`src/rtl/immed_decode_stage_pkg.sv`:
```
// Shared definitions for the immediate decode stage.
//   imm_type_e : immediate format selected by the extractor
//   Op*        : RV32/RV64 major opcodes (inst[6:0]) used for format decode
package immed_decode_stage_pkg;

  typedef enum logic [2:0] {
    ImmNone = 3'd0,
    ImmI    = 3'd1,
    ImmS    = 3'd2,
    ImmB    = 3'd3,
    ImmU    = 3'd4,
    ImmJ    = 3'd5,
    ImmZ    = 3'd6,
    ImmSh   = 3'd7
  } imm_type_e;

  localparam logic [6:0] OpLui     = 7'b0110111;
  localparam logic [6:0] OpAuipc   = 7'b0010111;
  localparam logic [6:0] OpJal     = 7'b1101111;
  localparam logic [6:0] OpJalr    = 7'b1100111;
  localparam logic [6:0] OpLoad    = 7'b0000011;
  localparam logic [6:0] OpOpImm   = 7'b0010011;
  localparam logic [6:0] OpOpImm32 = 7'b0011011;
  localparam logic [6:0] OpStore   = 7'b0100011;
  localparam logic [6:0] OpBranch  = 7'b1100011;
  localparam logic [6:0] OpSystem  = 7'b1110011;

  // Formats whose immediate is sign-extended from inst[31].
  function automatic logic is_signed_fmt(input imm_type_e t);
    return (t == ImmI) || (t == ImmS) || (t == ImmB) || (t == ImmU) || (t == ImmJ);
  endfunction

endpackage

```
`src/rtl/imm_extract.sv`:
```
// Combinational immediate extractor.
//   inst_i     : raw 32-bit instruction word
//   imm_o      : immediate, extended to XLEN
//   imm_type_o : format chosen from the opcode (ImmNone when no immediate)
//   illegal_o  : instruction is not a 32-bit encoding (inst[1:0] != 2'b11)
module imm_extract
  import immed_decode_stage_pkg::*;
#(
  parameter int unsigned XLEN = 32
) (
  input  logic [31:0]     inst_i,
  output logic [XLEN-1:0] imm_o,
  output imm_type_e       imm_type_o,
  output logic            illegal_o
);

  logic [6:0] opcode;
  logic [2:0] funct3;
  logic       is_shift;
  logic [31:0] imm32;
  logic        ext_bit;

  assign opcode    = inst_i[6:0];
  assign funct3    = inst_i[14:12];
  assign illegal_o = (inst_i[1:0] != 2'b11);
  assign is_shift  = (funct3 == 3'b001) || (funct3 == 3'b101);

  always_comb begin
    imm_type_o = ImmNone;
    if (!illegal_o) begin
      case (opcode)
        OpLui, OpAuipc:        imm_type_o = ImmU;
        OpJal:                 imm_type_o = ImmJ;
        OpJalr, OpLoad:        imm_type_o = ImmI;
        OpOpImm, OpOpImm32:    imm_type_o = is_shift ? ImmSh : ImmI;
        OpStore:               imm_type_o = ImmS;
        OpBranch:              imm_type_o = ImmB;
        OpSystem:              imm_type_o = funct3[2] ? ImmZ : ImmNone;
        default:               imm_type_o = ImmNone;
      endcase
    end
  end

  // Low 32 bits of every format; the upper XLEN-32 bits are a pure sign fill.
  always_comb begin
    imm32 = '0;
    unique case (imm_type_o)
      ImmI:  imm32 = {{20{inst_i[31]}}, inst_i[31:20]};
      ImmS:  imm32 = {{20{inst_i[31]}}, inst_i[31:25], inst_i[11:7]};
      ImmB:  imm32 = {{19{inst_i[31]}}, inst_i[31], inst_i[7], inst_i[30:25],
                      inst_i[11:8], 1'b0};
      ImmU:  imm32 = {inst_i[31:12], 12'h000};
      ImmJ:  imm32 = {{11{inst_i[31]}}, inst_i[31], inst_i[19:12], inst_i[20],
                      inst_i[30:21], 1'b0};
      ImmZ:  imm32 = {27'h0, inst_i[19:15]};
      ImmSh: begin
        // Only RV64 OP-IMM has a 6-bit shamt; OP-IMM-32 stays 5-bit.
        if ((XLEN == 64) && (opcode == OpOpImm)) begin
          imm32 = {26'h0, inst_i[25:20]};
        end else begin
          imm32 = {27'h0, inst_i[24:20]};
        end
      end
      default: imm32 = '0;
    endcase
  end

  assign ext_bit = is_signed_fmt(imm_type_o) && inst_i[31];

  always_comb begin
    imm_o       = {XLEN{ext_bit}};
    imm_o[31:0] = imm32;
  end

endmodule

```
`src/rtl/immed_decode_stage.sv`:
```
// Immediate decode pipeline stage with valid/ready handshake.
//   clk_i, rst_ni         : clock, asynchronous active-low reset
//   flush_i               : synchronous kill, drops the held and incoming result
//   valid_i/ready_o       : upstream handshake, inst_i is the instruction word
//   valid_o/ready_i       : downstream handshake on the registered result
//   imm_o/imm_type_o      : registered immediate and its format
//   illegal_o             : registered non-32-bit-encoding flag
//   inst_o                : registered instruction (tied 0 when EXPOSE_INST == 0)
module immed_decode_stage
  import immed_decode_stage_pkg::*;
#(
  parameter int unsigned XLEN        = 32,
  parameter bit          EXPOSE_INST = 1'b1
) (
  input  logic            clk_i,
  input  logic            rst_ni,
  input  logic            flush_i,
  input  logic            valid_i,
  output logic            ready_o,
  input  logic [31:0]     inst_i,
  output logic            valid_o,
  input  logic            ready_i,
  output logic [XLEN-1:0] imm_o,
  output imm_type_e       imm_type_o,
  output logic            illegal_o,
  output logic [31:0]     inst_o
);

  logic [XLEN-1:0] ext_imm;
  imm_type_e       ext_type;
  logic            ext_illegal;

  logic            valid_q, valid_d;
  logic [XLEN-1:0] imm_q;
  imm_type_e       imm_type_q;
  logic            illegal_q;
  logic            accept;

  imm_extract #(
    .XLEN(XLEN)
  ) u_imm_extract (
    .inst_i     (inst_i),
    .imm_o      (ext_imm),
    .imm_type_o (ext_type),
    .illegal_o  (ext_illegal)
  );

  // Output slot is free when empty or being drained this cycle.
  assign ready_o = !valid_q || ready_i;
  assign accept  = valid_i && ready_o && !flush_i;

  always_comb begin
    valid_d = valid_q;
    if (flush_i) begin
      valid_d = 1'b0;
    end else if (accept) begin
      valid_d = 1'b1;
    end else if (ready_i) begin
      valid_d = 1'b0;
    end
  end

  always_ff @(posedge clk_i or negedge rst_ni) begin
    if (!rst_ni) begin
      valid_q <= 1'b0;
    end else begin
      valid_q <= valid_d;
    end
  end

  always_ff @(posedge clk_i or negedge rst_ni) begin
    if (!rst_ni) begin
      imm_q      <= '0;
      imm_type_q <= ImmNone;
      illegal_q  <= 1'b0;
    end else if (accept) begin
      imm_q      <= ext_imm;
      imm_type_q <= ext_type;
      illegal_q  <= ext_illegal;
    end
  end

  if (EXPOSE_INST) begin : g_inst
    logic [31:0] inst_q;
    always_ff @(posedge clk_i or negedge rst_ni) begin
      if (!rst_ni) begin
        inst_q <= '0;
      end else if (accept) begin
        inst_q <= inst_i;
      end
    end
    assign inst_o = inst_q;
  end else begin : g_no_inst
    assign inst_o = '0;
  end

  assign valid_o    = valid_q;
  assign imm_o      = imm_q;
  assign imm_type_o = imm_type_q;
  assign illegal_o  = illegal_q;

endmodule

```
`config.mk`:
```
export PLATFORM = sky130hd
export DESIGN_NAME = immed_decode_stage
export DESIGN_NICKNAME = d
export VERILOG_FILES = /design/src/rtl/immed_decode_stage_pkg.sv /design/src/rtl/imm_extract.sv /design/src/rtl/immed_decode_stage.sv
export SDC_FILE = /design/constraint.sdc
export NUM_CORES = 1
export LEC_CHECK = 0
export BUFFER_PORTS_ARGS = -buffer_cell sky130_fd_sc_hd__buf_4
export CAP_MARGIN = 15
export CELL_PAD_IN_SITES_DETAIL_PLACEMENT = 0
export CELL_PAD_IN_SITES_GLOBAL_PLACEMENT = 1
export CORE_MARGIN = 2
export CORE_UTILIZATION = 41
export CTS_BUF_LIST = sky130_fd_sc_hd__clkbuf_8
export DETAILED_ROUTE_END_ITERATION = 10
export GPL_TIMING_DRIVEN = 0
export PLACE_DENSITY_LB_ADDON = 0.2
export SLEW_MARGIN = 20
export SYNTH_ARGS = -nofsm -noshare
export SYNTH_HDL_FRONTEND = slang
export SYNTH_SLANG_ARGS = --single-unit
```
`constraint.sdc`:
```
create_clock -name clk_i -period 2.4 [get_ports clk_i]
set_input_delay 0 -clock clk_i [delete_from_list [all_inputs] [get_ports clk_i]]
set_output_delay 0 -clock clk_i [all_outputs]
set_load 0.01 [all_outputs]
```
Word-level counts from Yosys, hierarchy flattened
Index checks and enable logic that the tools add are counted.

Output and inout bits: 70. Register bits after elaboration: 69. Input bits: 37. Logic and storage cells: 43.

Reduce and logical (&&, ||, !) cells: 10. Muxes and demuxes: 8. Equal/unequal tests: 20.

Operators with widths (number): 32-bit one-hot mux with 7 select lines (1); 7-bit == test, second input constant (4); 7-bit by 5-bit == test with 1-bit output, second input constant (3); 3-bit one-hot mux with 7 select lines (1); 3-bit == test, second input constant (5); 7-bit by 6-bit == test with 1-bit output, second input constant (2); 3-bit two-way mux (3); 7-bit by 2-bit == test with 1-bit output, second input constant (1); 3-bit by 1-bit == test with 1-bit output, second input constant (2); 3-bit by 2-bit == test with 1-bit output, second input constant (2); 2-bit OR reduction (3); 1-bit two-way mux (3); 3-bit nonzero test (1); 1-bit logical AND (2); 1-bit logical NOT (2); 1-bit logical OR (2); 2-bit inequality test, second input constant (1).

Logic depth before layout (Yosys ltp)
Gate-level depths: netlist of run 1.

Depth after elaboration: 7. Mapped depth: 7. Gate-level depth less buffers: 5.

Hierarchy
From an unflattened synthesis of run 1, not the netlist that was laid out.

Cells, all modules: 243. Area total of the unflattened synthesis: 3199.3 um2.

Modules (own cells, without submodules): immed_decode_stage (area an instance 2580.0 um2, cells an instance 149, instances 1, seq. area each 1726.7 um2); imm_extract (area an instance 619.3 um2, cells an instance 94, instances 1, seq. area each 0.0 um2).

Worst setup path before layout of run 1
No wires, ideal clock.

Path kind: reg2reg. Start: reg valid_q, in the netlist valid_o. End: reg g_inst.inst_q[10], in the netlist inst_o[10]. Data arrival time: 1.639 ns. Period minus slack after synthesis: 1.704 ns. Path slack: 0.696 ns. Stages on the path, launching flop included: 7. Required time: 2.335 ns. Cells stage by stage: dfrtp_1 > nor2b_1 > nor3b_2 > clkbuf_1 > buf_1 > nand2_1 > nand2_1.

Word-level cells in the longest chain between the ends: 4.

RTL lines: start, declared (line immed_decode_stage.sv:33) `logic valid_q, valid_d;`; start signal, assigned (line immed_decode_stage.sv:67) `valid_q <= valid_d;`; 1-bit logical NOT (line immed_decode_stage.sv:49) `assign ready_o = !valid_q || ready_i;`; 1-bit logical OR (line immed_decode_stage.sv:49); 1-bit logical AND (2 in a row) (line immed_decode_stage.sv:50) `assign accept = valid_i && ready_o && !flush_i;`; end signal, assigned (line immed_decode_stage.sv:89) `inst_q <= inst_i;`; end, declared (line immed_decode_stage.sv:84) `logic [31:0] inst_q;`.

Every way passes these cells. A chain may end at the register's enable or synchronous reset.

Worst setup path in the final report of run 1
Start: reg valid_q, in the netlist valid_o. End: reg g_inst.inst_q[12], in the netlist inst_o[12].

The elaborated chain is that of the path after synthesis.

==> reports/results.txt, run 1 <==
pwr dens - 606 mW/mm^2
layout net count - 507
number of enable flip-flop cells after synthesis - 0
count leader, synth - nand2_1
placed cell area - 0.00404 mm^2
die extent in x - 91.4 um
CP bufs+invs - 2
Slowest-stage cell, CP - nor3b_2
Post-Syn Area - 0.00313 mm^2
crit path DAT - 2.40 ns
Initial Util - 42.7%
Mapped Cells - 321
hold depth - 3
ys flop type - dfrtp_1
unique cell type count in the Yosys netlist - 44
Antenna Violating Nets Remaining - 0
fin crit share - 88.1%
RSZ-0062 raised after global routing - false
Reg clk slew, reported paths - 0.07 ns
min cycle time layout - 2.11 ns
Area contributors post-synth - dfrtp_1 55%, nand2_1 15%, o21ai_2 4.2%
Vias - 2,894
Required @ worst endpoint - 2.68 ns
Total GRT Usage - 22.2%
TritonCTS clock tree - yes
fin cells - 574
vias per cell - 5.04
Starting DRT DRC Count - 162
Worst path depth - 6
initial antenna violation count - 0
Worst Hold Class - primary input to register
largest stage delay on the critical path - 0.51 ns
Register-to-Register Path Depth - 6
placed cells - 524
clock power share - 31.4%
Syn Nets - 358
cell taking the most area after synthesis - dfrtp_1
Layout area overhead - 45.4%
top cell type's share of synthesized area - 55.1%
status - finished clean
clk root buf - clkbuf_8
worst skew pair latency - 0.34 ns
die area - 0.00836 mm^2
Reg power frac - 48.2%
Final Util - 62.2%
FF+latch count, synth - 69
mean post-synth cell area - 9.76 um^2
pins over their slew limit - 0
f_max - 473 MHz
htree depth - 3
WL per Instance - 15.8 um
Peak VDD IR - 0.346 mV
drt drc - 0
wire length of the first global-routing pass - 14,400 um
Post-DP HPWL - 6250 um
vias in the first global route - 2,762
Setup TNS - 0 ns
Die H - 91.4 um
switching share of power - 28.7%
core box area - 0.00733 mm^2
Final Wtd Congestion - 0.798
Internal - 1970 uW
Comb pwr share - 20.5%
CTS Sinks - 69
delay-heaviest family, CP - simple AND/OR/NAND/NOR gates
total CTS buffers - 9
CP cell instances - nor2b_1 -> nor3b_2 -> clkbuf_2 -> buf_1 -> nand2_1 -> nand2_1
DR pass1 iterations - 5
Clock Skew - 0.00599 ns
Critical Path End Type - register
synth cell count leaders - 124 x nand2_1, 69 x dfrtp_1, 20 x a21oi_1, 15 x o21ai_2
Least-Margin Pin Slew - 0.874 ns
Ys Warns - 0
grt total ovfl - 0
Post-CTS Setup Bufs - 0
io pins - 107
crit start category - register
Max Buffers Root-to-Sink - 2
Async SR Flop Fraction - 100%
total of max-cap violations - 0
critical setup path kind - register to register
routed wire length - 9070 um
# port buffers - 104
leak pwr - 0.00224 uW
Slew HR - 41.7%
final hold violations - 0
Ant. Diodes - 0
sequential area share after synthesis - 55.1%
critical path fanouts, max - 10
largest net degree at the start of global routing - 70
# setup viols final - 0
layout cell share with drive strength beyond 1 - 33.1%
most used cell, CP - nand2_1
Switch Pwr - 793 uW
post-route cell area - 0.00456 mm^2
site row count - 31
==> final timing paths <==
kind | startpoint | endpoint | slack (ns)
min reg2reg | inst_o[19]$_DFFE_PN0P_ | inst_o[19]$_DFFE_PN0P_ | 0.48
min | inst_i[31] | inst_o[31]$_DFFE_PN0P_ | 0.05
min in group asynchronous | rst_ni | inst_o[15]$_DFFE_PN0P_ | 0.31
max in group asynchronous | rst_ni | imm_o[7]$_DFFE_PN0P_ | 1.52
max reg2reg | valid_o$_DFFE_PN0P_ | inst_o[12]$_DFFE_PN0P_ | 0.29
max | valid_o$_DFFE_PN0P_ | inst_o[12]$_DFFE_PN0P_ | 0.29
==> metrics by stage <==
step	hold WS (ns)	setup WS [ns]	power (uW)
6_report	0.0462	0.286	2760
5_1_grt	0.0583	0.115	2890
4_1_cts	0.0303	0.115	2780
3_5_place_dp	0.177	0.151	1880
3_3_place_gp	0.175	0.185	1870
2_1_floorplan	-0.296	0.696	1560
==> kinds of logic (layout without fill, tap and decap cells) <==
logic type	Yosys count	in the layout	share of synthesized area [%]
and+or+nand+nor	161	161	22.8
AOI/OAI and AO/OA	69	69	18.3
DFF	69	69	55.1
buffers and inverters	20	174	3.08
muxes	2	2	0.719
==> per-layer routing <==
metal	vias up	wire [um]	global-route usage [%]
met5	-	0	0
met4	0	125	7.07
met3	10	460	5.06
met2	89	4240	34.3
met1	1397	4240	31.0
li1	1398	-	-
==> flip-flops by register name (all words and copies together) (netlist names) <==
name and count:
inst_o 32, imm_type_o 3, imm_o 32, valid_o 1, illegal_o 1
==> placed cells by master, fill, tap and decap left out, types with 4 or more instances in the layout <==
master / Yosys / routed
nand3_1: 4 / 4
dfrtp_1: 69 / 69
clkbuf_1: 12 / 11
o21ai_2: 15 / 15
a22oi_2: 4 / 4
nor2_1: 12 / 12
dlygate4sd3_1: 0 / 34
nand2_1: 124 / 124
a32oi_1: 4 / 4
a21oi_1: 20 / 20
a22o_1: 6 / 6
a222oi_1: 4 / 4
buf_4: 1 / 105
clkbuf_8: 0 / 11
==> worst register-to-register path: cells and delay by family, from the launching register on <==
| kind | cells | cell delay (ns) |
|---|---|---|
| buffers and inverters | 2 | 0.81 |
| flip-flops | 1 | 0.39 |
| AND/OR/NAND/NOR | 4 | 0.85 |
==> area by class of cell <==
type                       instances  area, um^2
fill                             629        2770
sequential                        69        1730
multi-input combinational        232        1310
timing repair buffer             138        1120
clock buffer                      11         151
tap                               99         124
buffer                            19        93.8
clock inverter                     5        26.3
inverter                           1        3.75
==> power groups by stage <==
stage	sequential [uW]	clock [uW]	combinational [uW]
after floorplan	1400	0	166
after global placement	1350	0	519
after detailed placement	1350	0	524
after CTS	1330	879	570
after global routing	1340	933	615
final	1330	866	565
==> timing repair <==
item / in CTS / in global routing
endpoints found under the setup margin: 0 / 15
gates resized for setup: 0 / 2
hold buffers: 34 / 0
endpoints found under the hold margin: 131 / 0
Power figures use the tool's default switching activity.
==> run 2, diff against run 1 <==
Settings changed: CORE_UTILIZATION 41 to 25.
==> run 2 against run 1 <==
Against the previous run: via count decreased by 1.9%; cell area grew 1.9%; critical path depth is 2 higher; largest power group unchanged.
==> reports/results.txt, run 2 (synthesis results as in run 1) <==
Reg clk slew, reported paths - 0.07 ns (about the same)
critical path fanouts, max - 10 (unchanged)
clk root buf - clkbuf_8
Starting DRT DRC Count - 155 (-4.3%)
Peak VDD IR - 0.215 mV (-38%)
total CTS buffers - 9 (unchanged)
die extent in x - 116 um (+27%)
Clock Skew - 0.00391 ns (-0.00208 ns)
Switch Pwr - 776 uW (-2.1%)
WL per Instance - 15.6 um (-1.4%)
crit path DAT - 2.37 ns (-0.03 ns)
htree depth - 3 (unchanged)
Initial Util - 25.9% (-17 points)
Critical Path End Type - register
die area - 0.0134 mm^2 (+61%)
initial antenna violation count - 0 (unchanged)
Required @ worst endpoint - 2.64 ns (-0.04 ns)
layout cell share with drive strength beyond 1 - 32.7% (-0.35 points)
routed wire length - 10,000 um (+10%)
Vias - 2,838 (-1.9%)
vias in the first global route - 2,889 (+4.6%)
leak pwr - 0.00224 uW (+0.20%)
fillers - 1,264 (+100%)
crit start category - primary input
pins over their slew limit - 0 (unchanged)
site row count - 40 (+29%)
pwr dens - 596 mW/mm^2 (-1.6%)
core box area - 0.0121 mm^2 (+65%)
most frequent cells in the layout - 124 x nand2_1, 105 x buf_4, 69 x dfrtp_1, 34 x dlygate4sd3_1, 20 x a21oi_1
Comb pwr share - 20.5% (about the same)
Reg power frac - 48.1% (about the same)
vias per cell - 4.42 (-12%)
Final Wtd Congestion - 0.764 (-4.2%)
Total GRT Usage - 15.4% (-6.8 points)
Register-to-Register Path Depth - 6 (unchanged)
largest net degree at the start of global routing - 70 (unchanged)
Slew HR - 37.7% (-4.0 points)
io pins - 107 (unchanged)
multi-input logic area - 0.00131 mm^2 (unchanged)
TritonCTS clock tree - yes
Setup TNS - 0 ns (unchanged)
Worst Hold Class - primary input to register
Max Buffers Root-to-Sink - 2 (unchanged)
Least-Margin Pin Slew - 0.935 ns (+0.0604 ns)
Antenna Violating Nets Remaining - 0 (unchanged)
grt total ovfl - 0 (unchanged)
Ant. Diodes - 0 (unchanged)
wire length of the first global-routing pass - 15,800 um (+9.5%)
Layout area overhead - 48.2%
CTS Sinks - 69 (unchanged)
clock power share - 31.4% (about the same)
Register Area - 0.00173 mm^2 (unchanged)
critical setup path kind - primary input to register
min cycle time layout - 2.13 ns (+0.0198 ns)
DR pass1 iterations - 4 (-1)
Final Util - 38.3% (-24 points)
fin crit share - 88.9% (+0.83 points)
RSZ-0062 raised after global routing - false
layout net count - 507 (unchanged)
f_max - 469 MHz (-0.93%)
# setup viols final - 0 (unchanged)
total of max-cap violations - 0 (unchanged)
drt drc - 0 (unchanged)
worst skew pair latency - 0.34 ns (about the same)
commonest non-fill, non-tap cell in the layout - nand2_1
Die H - 116 um (+27%)
final hold violations - 0 (unchanged)
# port buffers - 104 (unchanged)
Post-DP HPWL - 7170 um (+15%)
status - finished clean
hold depth - 3 (unchanged)
switching share of power - 28.0% (-0.67 points)
Internal - 1990 uW (+1.2%)
[run 2: cell count changes in the layout (fill, tap and decap cells not counted), sizes merged]
cell      change
clkbuf        +1
clkinv        -2
clkinvlp      -1
inv           +1
[run 2: layer usage]
layer	track usage (%)	share of wire, %	vias up
met5	0	0	-
met4	6.03	0.78	0
met3	3.56	6.7	5
met2	23.9	47	82
met1	21.0	46	1352
li1	-	-	1399
[run 2: power by group through the flow]
| stage | Clock (uW) | Sequential, uW | Combinational, uW |
|---|---|---|---|
| after floorplan | 0 | 1400 | 166 |
| after global placement | 0 | 1350 | 529 |
| after detailed placement | 0 | 1350 | 531 |
| after CTS | 905 | 1330 | 577 |
| after global routing | 938 | 1340 | 631 |
| final | 870 | 1330 | 566 |
[run 2: worst paths after layout]
| kind | start | to | slack (ns) |
|---|---|---|---|
| min in group asynchronous | rst_ni | inst_o[6]$_DFFE_PN0P_ | 0.32 |
| hold / removal | inst_i[31] | inst_o[31]$_DFFE_PN0P_ | 0.07 |
| max in group asynchronous | rst_ni | imm_o[1]$_DFFE_PN0P_ | 1.44 |
| setup / recovery | inst_i[2] | imm_o[24]$_DFFE_PN0P_ | 0.27 |
| setup reg to reg | valid_o$_DFFE_PN0P_ | inst_o[26]$_DFFE_PN0P_ | 0.39 |
| hold reg to reg | inst_o[17]$_DFFE_PN0P_ | inst_o[17]$_DFFE_PN0P_ | 0.48 |
[run 2: layout make-up]
| class | count | area share, % |
|---|---|---|
| inverters | 1 | 0.0808 |
| well taps | 168 | 4.53 |
| flip-flops and latches | 69 | 37.2 |
| multi-input cells | 232 | 28.2 |
| plain buffers | 19 | 2.02 |
| repair buffers | 138 | 24.1 |
| clock buffers | 12 | 3.56 |
| clock inverters | 3 | 0.269 |
[run 2: per-stage QoR]
stage                     instances  setup slack (ns)  cell area (um^2)  total power, uW  hold WS (ns)
final                           642             0.266              4640             2770        0.0691
after global routing            642             0.115              4640             2910        0.0926
after CTS                       642             0.180              4640             2820        0.0451
after detailed placement        593             0.210              4120             1880         0.185
after global placement          593             0.199              4120             1880         0.174
after floorplan                 321             0.696              3130             1560        -0.296
[run 2: critical path, cell delays in order]
cell	delay (ns)
dlygate4sd3_1	0.54
buf_4	0.16
nand3b_1	0.26
nor4b_4	0.66
nor4b_1	0.15
clkbuf_1	0.27
a21oi_1	0.25
o21ai_2	0.06
[run 2: what timing repair did]
action	4_1_cts	5_1_grt
hold endpoints to repair	132	0
setup endpoints to repair	0	1
hold buffers	34	0
resized for setup	0	2
setup buffers	0	0
==> run 3, diff against run 2 <==
==> constraint.sdc (replaced) <==
create_clock -name clk_i -period 2.4 [get_ports clk_i]
set_input_delay 0.12 -clock clk_i [delete_from_list [all_inputs] [get_ports clk_i]]
set_output_delay 0.12 -clock clk_i [all_outputs]
set_load 0.01 [all_outputs]
==> run 3 against run 2 <==
Against the previous run: non-clock buffer count is 16 lower; clock skew hardly changed; sequential share of layout area is 1.3 points higher; cell area is 3.4% lower; hold slack worse by 0.052 ns; largest power group unchanged; critical path depth stayed put.
==> reports/results.txt, run 3 (synthesis results as in run 1) <==
io pins - 107 (unchanged)
crit start category - primary input
htree depth - 3 (unchanged)
R2R Setup Slk - 0.40 ns (about the same)
crit path DAT - 2.35 ns (-0.02 ns)
pins over their slew limit - 0 (unchanged)
CTS Sinks - 69 (unchanged)
vias in the first global route - 2,801 (-3.0%)
layout net count - 491 (-3.2%)
Critical Path End Type - register
status - finished clean
Layout area overhead - 43.1%
largest stage delay on the critical path - 0.63 ns (-0.03 ns)
Starting DRT DRC Count - 148 (-4.5%)
placed cell area - 0.00412 mm^2 (unchanged)
# setup viols final - 0 (unchanged)
total CTS buffers - 9 (unchanged)
Slew HR - 38.5% (+0.86 points)
f_max - 473 MHz (+0.95%)
Max Buffers Root-to-Sink - 2 (unchanged)
Least-Margin Pin Slew - 0.922 ns (-0.0130 ns)
layout cell share with drive strength beyond 1 - 33.8% (+1.1 points)
initial antenna violation count - 0 (unchanged)
Initial Util - 25.9% (unchanged)
Peak VDD IR - 0.215 mV (about the same)
TritonCTS clock tree - yes
final hold violations - 0 (unchanged)
# port buffers - 104 (unchanged)
die area - 0.0134 mm^2 (unchanged)
core box area - 0.0121 mm^2 (unchanged)
vias per cell - 4.41 (-0.23%)
critical setup path kind - primary input to register
WL per Instance - 15.7 um (+0.96%)
largest net degree at the start of global routing - 70 (unchanged)
fin crit share - 88.1% (-0.84 points)
Worst Hold Class - primary input to register
Reg clk slew, reported paths - 0.07 ns (about the same)
commonest non-fill, non-tap cell in the layout - nand2_1
worst skew pair latency - 0.34 ns (about the same)
routed wire length - 9850 um (-1.6%)
pwr dens - 612 mW/mm^2 (+2.7%)
Clock Skew - 0.00408 ns (+0.000163 ns)
Post-DP HPWL - 7170 um (unchanged)
grt total ovfl - 0 (unchanged)
RSZ-0062 raised after global routing - false
min cycle time layout - 2.11 ns (-0.0202 ns)
Final Wtd Congestion - 0.764 (unchanged)
drt drc - 0 (unchanged)
Min Hold Slack - 0.0173 ns (-0.0517 ns)
CP cell instances - dlygate4sd3_1 -> buf_4 -> nand3b_1 -> nor4b_4 -> nor4b_1 -> clkbuf_1 -> a21oi_1 -> o21ai_2
Vias - 2,761 (-2.7%)
Die H - 116 um (unchanged)
Slowest-stage cell, CP - nor4b_4
Total GRT Usage - 15.2% (-0.22 points)
Post-CTS Setup Bufs - 0 (unchanged)
Ant. Diodes - 0 (unchanged)
most frequent cells in the layout - 124 x nand2_1, 105 x buf_4, 69 x dfrtp_1, 20 x a21oi_1, 18 x dlygate4sd3_1
leak pwr - 0.00217 uW (-3.0%)
site row count - 40 (unchanged)
Required @ worst endpoint - 2.64 ns (about the same)
clk root buf - clkbuf_8
DR pass1 iterations - 4 (unchanged)
die extent in x - 116 um (unchanged)
Setup TNS - 0 ns (unchanged)
post-route cell area - 0.00448 mm^2 (-3.4%)
critical path fanouts, max - 10 (unchanged)
wire length of the first global-routing pass - 15,500 um (-1.6%)
total of max-cap violations - 0 (unchanged)
Antenna Violating Nets Remaining - 0 (unchanged)
==> run 3: cell types whose count changed in the layout (fill, tap and decap cells not counted), sizes merged <==
cell	change
dlygate4sd3	-16
==> run 3: worst paths after layout <==
kind,from,endpoint,cells past startpoint
setup / recovery,inst_i[0],imm_o[24]$_DFFE_PN0P_,8
hold / removal,inst_i[30],imm_o[10]$_DFFE_PN0P_,2
setup reg to reg,valid_o$_DFFE_PN0P_,inst_o[10]$_DFFE_PN0P_,6
hold reg to reg,inst_o[13]$_DFFE_PN0P_,inst_o[13]$_DFFE_PN0P_,2
max in group asynchronous,rst_ni,inst_o[21]$_DFFE_PN0P_,2
min in group asynchronous,rst_ni,inst_o[5]$_DFFE_PN0P_,2
==> run 3: worst max-delay path: cells and delay by family <==
kind / cells / cell delay (ns)
buf+inv: 3 / 0.93
compound gates: 2 / 0.31
simple gates: 3 / 0.97
==> run 3: repair_timing <==
action	in CTS	in global routing
hold endpoints to repair	86	0
gates resized for setup	0	2
endpoints found under the setup margin	0	1
hold buffers	18	0
==> run 3: final cells by class <==
type / count / area (um^2)
Fill cell: 1279 / 7630
Buffer: 19 / 93.8
Inverter: 1 / 3.75
Clock inverter: 3 / 12.5
Sequential cell: 69 / 1730
Tap cell: 168 / 210
Multi-Input combinational cell: 232 / 1310
Clock buffer: 12 / 165
Timing Repair Buffer: 122 / 961
==> run 3: routing by layer <==
metal  vias up  global-route usage [%]  part of all wire, %
li1       1367                       -                    -
met1      1309                    20.7                   46
met2        78                    23.5                   47
met3         7                    3.56                  6.3
met4         0                    6.03                 0.81
met5         -                       0                    0
==> run 3: power breakdown <==
part | internal (uW) | switching (uW) | leakage, uW | total, uW
clock | 446 | 425 | 0.000101 | 870
combinational | 260 | 284 | 0.00118 | 544
sequential | 1270 | 61.9 | 0.000897 | 1330
==> run 3: metrics by stage <==
step                      setup WS, ns  total power (uW)  std cells  util (%)
after detailed placement         0.210              1880        593      34.0
after floorplan                  0.696              1560        321         -
after global placement           0.199              1880        593      34.0
final                            0.286              2750        626      37.0
after global routing            0.0907              2890        626      37.0
after CTS                        0.180              2790        626      37.0
